File: config.mk
export PLATFORM = sky130hd
export DESIGN_NAME = sort_frame_ctrl
export DESIGN_NICKNAME = d
export VERILOG_FILES = /design/src/rtl/sort_frame_ctrl.sv
export SDC_FILE = /design/constraint.sdc
export NUM_CORES = 1
export LEC_CHECK = 0
export BUFFER_PORTS_ARGS = -buffer_cell sky130_fd_sc_hd__buf_2
export CORE_AREA = 5 5 429 431
export DETAILED_ROUTE_END_ITERATION = 10
export DIE_AREA = 0 0 434 436
export HOLD_SLACK_MARGIN = 0.08
export PLACE_DENSITY = 0.51
export RECOVER_POWER = 100
export SYNTH_ARGS = -nofsm -noshare
export SYNTH_HDL_FRONTEND = slang
export SYNTH_SLANG_ARGS = --single-unit
File: constraint.sdc
create_clock -name clk -period 17.2 [get_ports clk]
set_input_delay 0 -clock clk [delete_from_list [all_inputs] [get_ports clk]]
set_output_delay 0 -clock clk [all_outputs]
set_load 0.05 [all_outputs]
File: src/rtl/sort_frame_ctrl.sv
// sort_frame_ctrl: sequencer between a valid/ready word stream and one parallel
// sorting network. Collects up to N = 2**LOG_INPUT_NUM words into a frame,
// pads unused slots so they sort to the tail, issues one network request,
// waits for the result and streams the sorted words back out with a last marker.
//
// Ports:
//   clk, rst              clock, asynchronous active-low reset
//   in_data/valid/last    input word stream, in_ready back-pressure
//   out_data/valid/last   sorted word stream, out_ready back-pressure
//   net_x, net_x_valid    packed network operand (slot j = word j) and request pulse
//   net_y, net_y_valid    packed network result and its valid strobe
//   busy                  high unless idle in LOAD with an empty frame
//   err                   sticky watchdog flag
//
// Optional feature: define SORT_TIMEOUT_EN to enable a WAIT-state watchdog of
// TIMEOUT cycles; without it WAIT waits indefinitely and err is tied low.
module sort_frame_ctrl #(
  parameter int unsigned LOG_INPUT_NUM = 4,
  parameter int unsigned DATA_WIDTH    = 32,
  parameter bit          ASCENDING     = 1'b1,
  parameter int unsigned TIMEOUT       = 1024
) (
  input  logic                                       clk,
  input  logic                                       rst,
  input  logic [DATA_WIDTH-1:0]                      in_data,
  input  logic                                       in_valid,
  input  logic                                       in_last,
  output logic                                       in_ready,
  output logic [DATA_WIDTH-1:0]                      out_data,
  output logic                                       out_valid,
  output logic                                       out_last,
  input  logic                                       out_ready,
  output logic [DATA_WIDTH*(2**LOG_INPUT_NUM)-1:0]   net_x,
  output logic                                       net_x_valid,
  input  logic [DATA_WIDTH*(2**LOG_INPUT_NUM)-1:0]   net_y,
  input  logic                                       net_y_valid,
  output logic                                       busy,
  output logic                                       err
);

  localparam int unsigned N  = 2**LOG_INPUT_NUM;
  localparam int unsigned CW = LOG_INPUT_NUM;
  localparam int unsigned LW = LOG_INPUT_NUM + 1;

  // Pads must sort behind every real word, so they take the extreme value.
  localparam logic [DATA_WIDTH-1:0] PAD = ASCENDING ? {DATA_WIDTH{1'b1}} : {DATA_WIDTH{1'b0}};

  localparam logic [1:0] ST_LOAD  = 2'd0;
  localparam logic [1:0] ST_KICK  = 2'd1;
  localparam logic [1:0] ST_WAIT  = 2'd2;
  localparam logic [1:0] ST_DRAIN = 2'd3;

  // Elaboration-time parameter sanity check.
  if (LOG_INPUT_NUM == 0 || TIMEOUT == 0) begin : g_param_check
    $error("sort_frame_ctrl: LOG_INPUT_NUM and TIMEOUT must be non-zero");
  end

  typedef logic [N-1:0][DATA_WIDTH-1:0] frame_t;

  logic [1:0]            state_q, state_d;
  logic [CW-1:0]         count_q, count_d;
  logic [LW-1:0]         len_q, len_d;
  logic [CW-1:0]         rd_idx_q, rd_idx_d;
  frame_t                frame_q, frame_d;
  frame_t                obuf_q, obuf_d;
  logic                  in_ready_q, in_ready_d;
  logic                  out_valid_q, out_valid_d;
  logic                  out_last_q, out_last_d;
  logic [DATA_WIDTH-1:0] out_data_q, out_data_d;
  logic                  net_x_valid_q, net_x_valid_d;
  logic                  busy_q, busy_d;
  logic                  in_fire, out_fire;
  logic [CW-1:0]         rd_idx_nxt;

`ifdef SORT_TIMEOUT_EN
  localparam int unsigned TMO_W = (TIMEOUT > 1) ? $clog2(TIMEOUT) : 1;
  logic [TMO_W-1:0] tmo_q, tmo_d;
  logic             err_q, err_d;
`endif

  assign in_fire    = in_valid & in_ready_q;
  assign out_fire   = out_valid_q & out_ready;
  assign rd_idx_nxt = rd_idx_q + CW'(1);

  // Next-state and datapath update.
  always_comb begin
    state_d    = state_q;
    count_d    = count_q;
    len_d      = len_q;
    rd_idx_d   = rd_idx_q;
    frame_d    = frame_q;
    obuf_d     = obuf_q;
    out_data_d = out_data_q;
    out_last_d = out_last_q;
`ifdef SORT_TIMEOUT_EN
    tmo_d      = tmo_q;
    err_d      = err_q;
`endif

    case (state_q)
      ST_LOAD: begin
        if (in_fire) begin
          // First word of a frame pre-fills every other slot with PAD, so
          // slots at or beyond len hold PAD when the request is issued.
          if (count_q == '0) begin
            frame_d = {N{PAD}};
          end
          frame_d[count_q] = in_data;
          count_d          = count_q + CW'(1);
          if (in_last || (count_q == CW'(N - 1))) begin
            len_d   = LW'(count_q) + LW'(1);
            count_d = '0;
            state_d = ST_KICK;
          end
        end
      end

      ST_KICK: begin
        state_d = ST_WAIT;
`ifdef SORT_TIMEOUT_EN
        tmo_d   = '0;
`endif
      end

      ST_WAIT: begin
        if (net_y_valid) begin
          obuf_d     = net_y;
          rd_idx_d   = '0;
          out_data_d = net_y[DATA_WIDTH-1:0];
          out_last_d = (len_q == LW'(1));
          state_d    = ST_DRAIN;
        end
`ifdef SORT_TIMEOUT_EN
        else if (tmo_q == TMO_W'(TIMEOUT - 1)) begin
          err_d   = 1'b1;
          count_d = '0;
          state_d = ST_LOAD;
        end else begin
          tmo_d = tmo_q + TMO_W'(1);
        end
`endif
      end

      ST_DRAIN: begin
        if (out_fire) begin
          if (out_last_q) begin
            out_last_d = 1'b0;
            state_d    = ST_LOAD;
          end else begin
            // Present the following word in the same edge as the handshake.
            rd_idx_d   = rd_idx_nxt;
            out_data_d = obuf_q[rd_idx_nxt];
            out_last_d = ((LW'(rd_idx_q) + LW'(2)) == len_q);
          end
        end
      end

      default: state_d = ST_LOAD;
    endcase

    in_ready_d    = (state_d == ST_LOAD);
    out_valid_d   = (state_d == ST_DRAIN);
    net_x_valid_d = (state_d == ST_KICK);
    busy_d        = !((state_d == ST_LOAD) && (count_d == '0));
  end

  // State register.
  always_ff @(posedge clk or negedge rst) begin
    if (!rst) begin
      state_q <= ST_LOAD;
    end else begin
      state_q <= state_d;
    end
  end

  // Control and output registers.
  always_ff @(posedge clk or negedge rst) begin
    if (!rst) begin
      count_q       <= '0;
      len_q         <= '0;
      rd_idx_q      <= '0;
      in_ready_q    <= 1'b1;
      out_valid_q   <= 1'b0;
      out_last_q    <= 1'b0;
      out_data_q    <= '0;
      net_x_valid_q <= 1'b0;
      busy_q        <= 1'b0;
    end else begin
      count_q       <= count_d;
      len_q         <= len_d;
      rd_idx_q      <= rd_idx_d;
      in_ready_q    <= in_ready_d;
      out_valid_q   <= out_valid_d;
      out_last_q    <= out_last_d;
      out_data_q    <= out_data_d;
      net_x_valid_q <= net_x_valid_d;
      busy_q        <= busy_d;
    end
  end

  // Frame and result buffers carry no reset; their contents are qualified by state.
  always_ff @(posedge clk) begin
    frame_q <= frame_d;
    obuf_q  <= obuf_d;
  end

`ifdef SORT_TIMEOUT_EN
  // WAIT watchdog and sticky error flag.
  always_ff @(posedge clk or negedge rst) begin
    if (!rst) begin
      tmo_q <= '0;
      err_q <= 1'b0;
    end else begin
      tmo_q <= tmo_d;
      err_q <= err_d;
    end
  end

  assign err = err_q;
`else
  assign err = 1'b0;
`endif

  assign in_ready    = in_ready_q;
  assign out_data    = out_data_q;
  assign out_valid   = out_valid_q;
  assign out_last    = out_last_q;
  assign net_x       = frame_q;
  assign net_x_valid = net_x_valid_q;
  assign busy        = busy_q;

endmodule
==> run_results.csv <==
group,metric,value,unit
run_status,status,"finished, violations left",
run_status,violations,"capacitance limit, slew limit",
yosys,avgSynthCellArea,17.9,sq um
finish,final_core_utilization,34.7,%
drt,wl_per_cell,24.2,um
drt,avgViaCountPerCell,4.29,
yosys,synthTopCellsByArea,"edfxtp_1, mux4_2, nor2_1",
global_routing,grt_pass1_wl,231000,um
timing,final.setup.worst_slack,7.99,ns
timing,worstMarginPinSlew,5.20,ns
clock_tree,numCtsBuffers,117,
drt,ant_nets,0,
worst_setup_path,cp_max_fo,192,
die,die_y,436,um
finish,multi_input_area,7990,sq um
global_routing,overflow,0,
timing,grt_setup_unrepaired,"false",
finish,num-fill-cells,17300,
drt,via_count,29700,
yosys,synth_cells,2268,
worst_setup_path,slowest_stage,"and2_0",
clock_tree,cts_tree,"done",
yosys,synth_seq_cells,1076,
drt,firstDrtPassIters,7,
yosys,synth_cell_types,41,
power_and_ir_drop,irDropWorstVdd,108,uV
finish,seqCellArea,32100,sq um
timing,max-slew-margin-rel,-247,%
place,port_buffers,1098,
die,dieWidth,434,um
worst_setup_path,critPathLaunchType,"register",
yosys,yosysSeqAreaShare,78.9,%
worst_setup_path,crit_path_end_kind,"register",
timing,finalSetupViolCount,0,
timing,fin_skew,0.0515,ns
power_and_ir_drop,p_per_area,123,nW/um^2
timing,hold_viol,0,
place,gp_congestion,0.780,
finish,drive_gt1_share,17.9,%
worst_setup_path,path_buf_inv,2,
finish,area_growth,53.7,%
place,place_worst_setup_slack,12.68,ns
yosys,synth_top_cell_area_share,75.7,%
timing,period_share,53.5,%
finish,nets,4987,
global_routing,grt_use_total,17.0,%
yosys,async_reset_ff_share,4.83,%
worst_setup_path,crit_family,"buffers and inverters",
drt,wirelength,168000,um
global_routing,grt_pass1_vias,31500,
timing,fmax,109,MHz
clock_tree,clock-sinks,1076,
global_routing,grt_max_degree,193,
yosys,synth_edf_count,1024,
die,initial_core_util,22.6,%
min_path,hold_class,"in -> reg",
power_and_ir_drop,leakagePower,23.4,nW
yosys,yosysWarnings,0,
worst_setup_path,cp_data_arrival_time,9.53,ns
place,hpwl,108000,um
clock_tree,h-tree-depth,3,
worst_setup_path,critPathKind,"reg -> reg",
die,design.core.area,180000,sq um
worst_setup_path,crit_chain,"nor2b_1 > and2_0 > clkbuf_1 > buf_12",
timing,slew_viol_final,1538,
die,io_pins,1100,
yosys,netlist_area,40600,sq um
clock_tree,clk_pin_slew,0.06,ns
yosys,yosysTopAreaCell,"edfxtp_1",
drt,drtIter0Drc,1864,
yosys,syn_nets,2824,
die,num_rows,156,
die,die_area,189000,sq um
timing,setup_tns,0,ns
global_routing,grt_antenna_before_repair,37,
worst_setup_path,required,17.52,ns
clock_tree,clock_latency,0.76,ns
timing,fin_crit,9.21,ns
drt,drc,0,
worst_setup_path,slowest_delay,3.68,ns
clock_tree,clockBufferDepth,3,
flow_run,maxCapViolations,50,
yosys,ys.flop_type,"edfxtp_1",
clock_tree,cts_root_buf,"clkbuf_16",
[cell usage after synthesis, types with 4 or more instances]
| cell | count |
|---|---|
| nand3_1 | 4 |
| and3_1 | 66 |
| and2_1 | 7 |
| mux4_2 | 128 |
| o21ai_0 | 10 |
| mux2i_1 | 96 |
| dfrtp_1 | 51 |
| xor2_1 | 7 |
| ha_1 | 6 |
| clkbuf_1 | 135 |
| a21o_1 | 100 |
| a21oi_1 | 9 |
| edfxtp_1 | 1024 |
| buf_2 | 19 |
| nor2_1 | 380 |
| a221o_1 | 32 |
| buf_6 | 10 |
| nand2_1 | 141 |
| buf_1 | 6 |
[cell usage in the layout (no fill, tap or decap), types with 16 or more instances in the layout]
master	Yosys	layout
dlygate4sd3_1	0	1068
clkinv_2	0	16
diode_2	0	31
dfrtp_1	51	51
clkbuf_1	135	682
and3_1	66	66
nand2_1	141	139
clkinv_1	0	18
clkbuf_16	0	118
nor2_1	380	373
edfxtp_1	1024	1024
mux2i_1	96	96
a221o_1	32	32
a21o_1	100	100
buf_2	19	468
mux4_2	128	128
[final timing paths]
path | startpoint | end | slack, ns | cells past startpoint
max in group asynchronous | rst | out_data[20] | 14.40 | 4
worst max register to register | state_q[0] | obuf_q[419] | 7.99 | 4
worst min register to register | out_data[0] | out_data[0] | 0.51 | 1
min in group asynchronous | rst | out_data[29] | 1.27 | 4
worst max-delay path | state_q[0] | obuf_q[419] | 7.99 | 4
worst min-delay path | net_y[30] | obuf_q[30] | 0.18 | 2
[flip-flops by register name (all words and copies together), names as in the netlist]
signal       cells
out_last         1
net_x_valid      1
net_x          512
state_q          2
rd_idx_q         4
busy             1
in_ready         1
out_data        32
obuf_q         512
out_valid        1
len_q            5
count_q          4
[kinds of logic (layout without fill, tap and decap cells)]
group	count (synthesis)	after routing	synth area share, %
compound gates	163	163	3.10
xor+xnor	10	10	0.216
fa+ha+maj	6	6	0.185
buf+inv	174	2427	1.86
flops	1076	1076	78.9
mux	225	225	9.49
other cells	1	32	0.00923
simple gates	613	613	6.25
[metal layers]
metal | up-vias | track usage, % | wire length [um]
met3 | 363 | 3.17 | 10600
met4 | 4 | 8.17 | 9010
met2 | 1429 | 31.8 | 88400
li1 | 13000 | - | -
met5 | - | 0 | 27
met1 | 14900 | 18.3 | 59500
[stage by stage]
stage / power (W) / hold WS (ns) / cells / area, sq um
after global routing: 0.00801 / 0.139 / 6916 / 62400
after CTS: 0.00780 / 0.0805 / 6891 / 63500
after detailed placement: 0.00511 / 0.0559 / 5613 / 49100
after global placement: 0.00509 / 0.0513 / 5613 / 49100
after floorplan: 0.00450 / -0.296 / 2268 / 40600
final: 0.00770 / 0.185 / 6922 / 62400
[worst register-to-register path, delay by kind of cell, from the launching register on]
kind / cells / cell delay, ns
DFF: 1 / 0.48
buffers and inverters: 2 / 3.97
and+or+nand+nor: 2 / 3.87
[layout make-up]
cell class	count	share of cell area (%)
Sequential cell	1076	51.3
Clock buffer	140	4.88
Clock inverter	69	0.990
Tap cell	2370	4.75
Antenna cell	31	0.124
Multi-Input combinational cell	1018	12.8
Timing Repair Buffer	2215	25.1
Inverter	3	0.0180
[power by group]
group / internal, W / switching (W) / total (W)
Sequential: 0.00311 / 0.000123 / 0.00323
Clock: 0.00137 / 0.00111 / 0.00248
Combinational: 0.000899 / 0.00108 / 0.00198
[timing repair]
action / CTS / global route
hold buffers: 1069 / 0
endpoints found under the hold margin: 1122 / 0
resized for setup: 0 / 0
setup buffers: 0 / 0
Power figures use the tool's default switching activity.
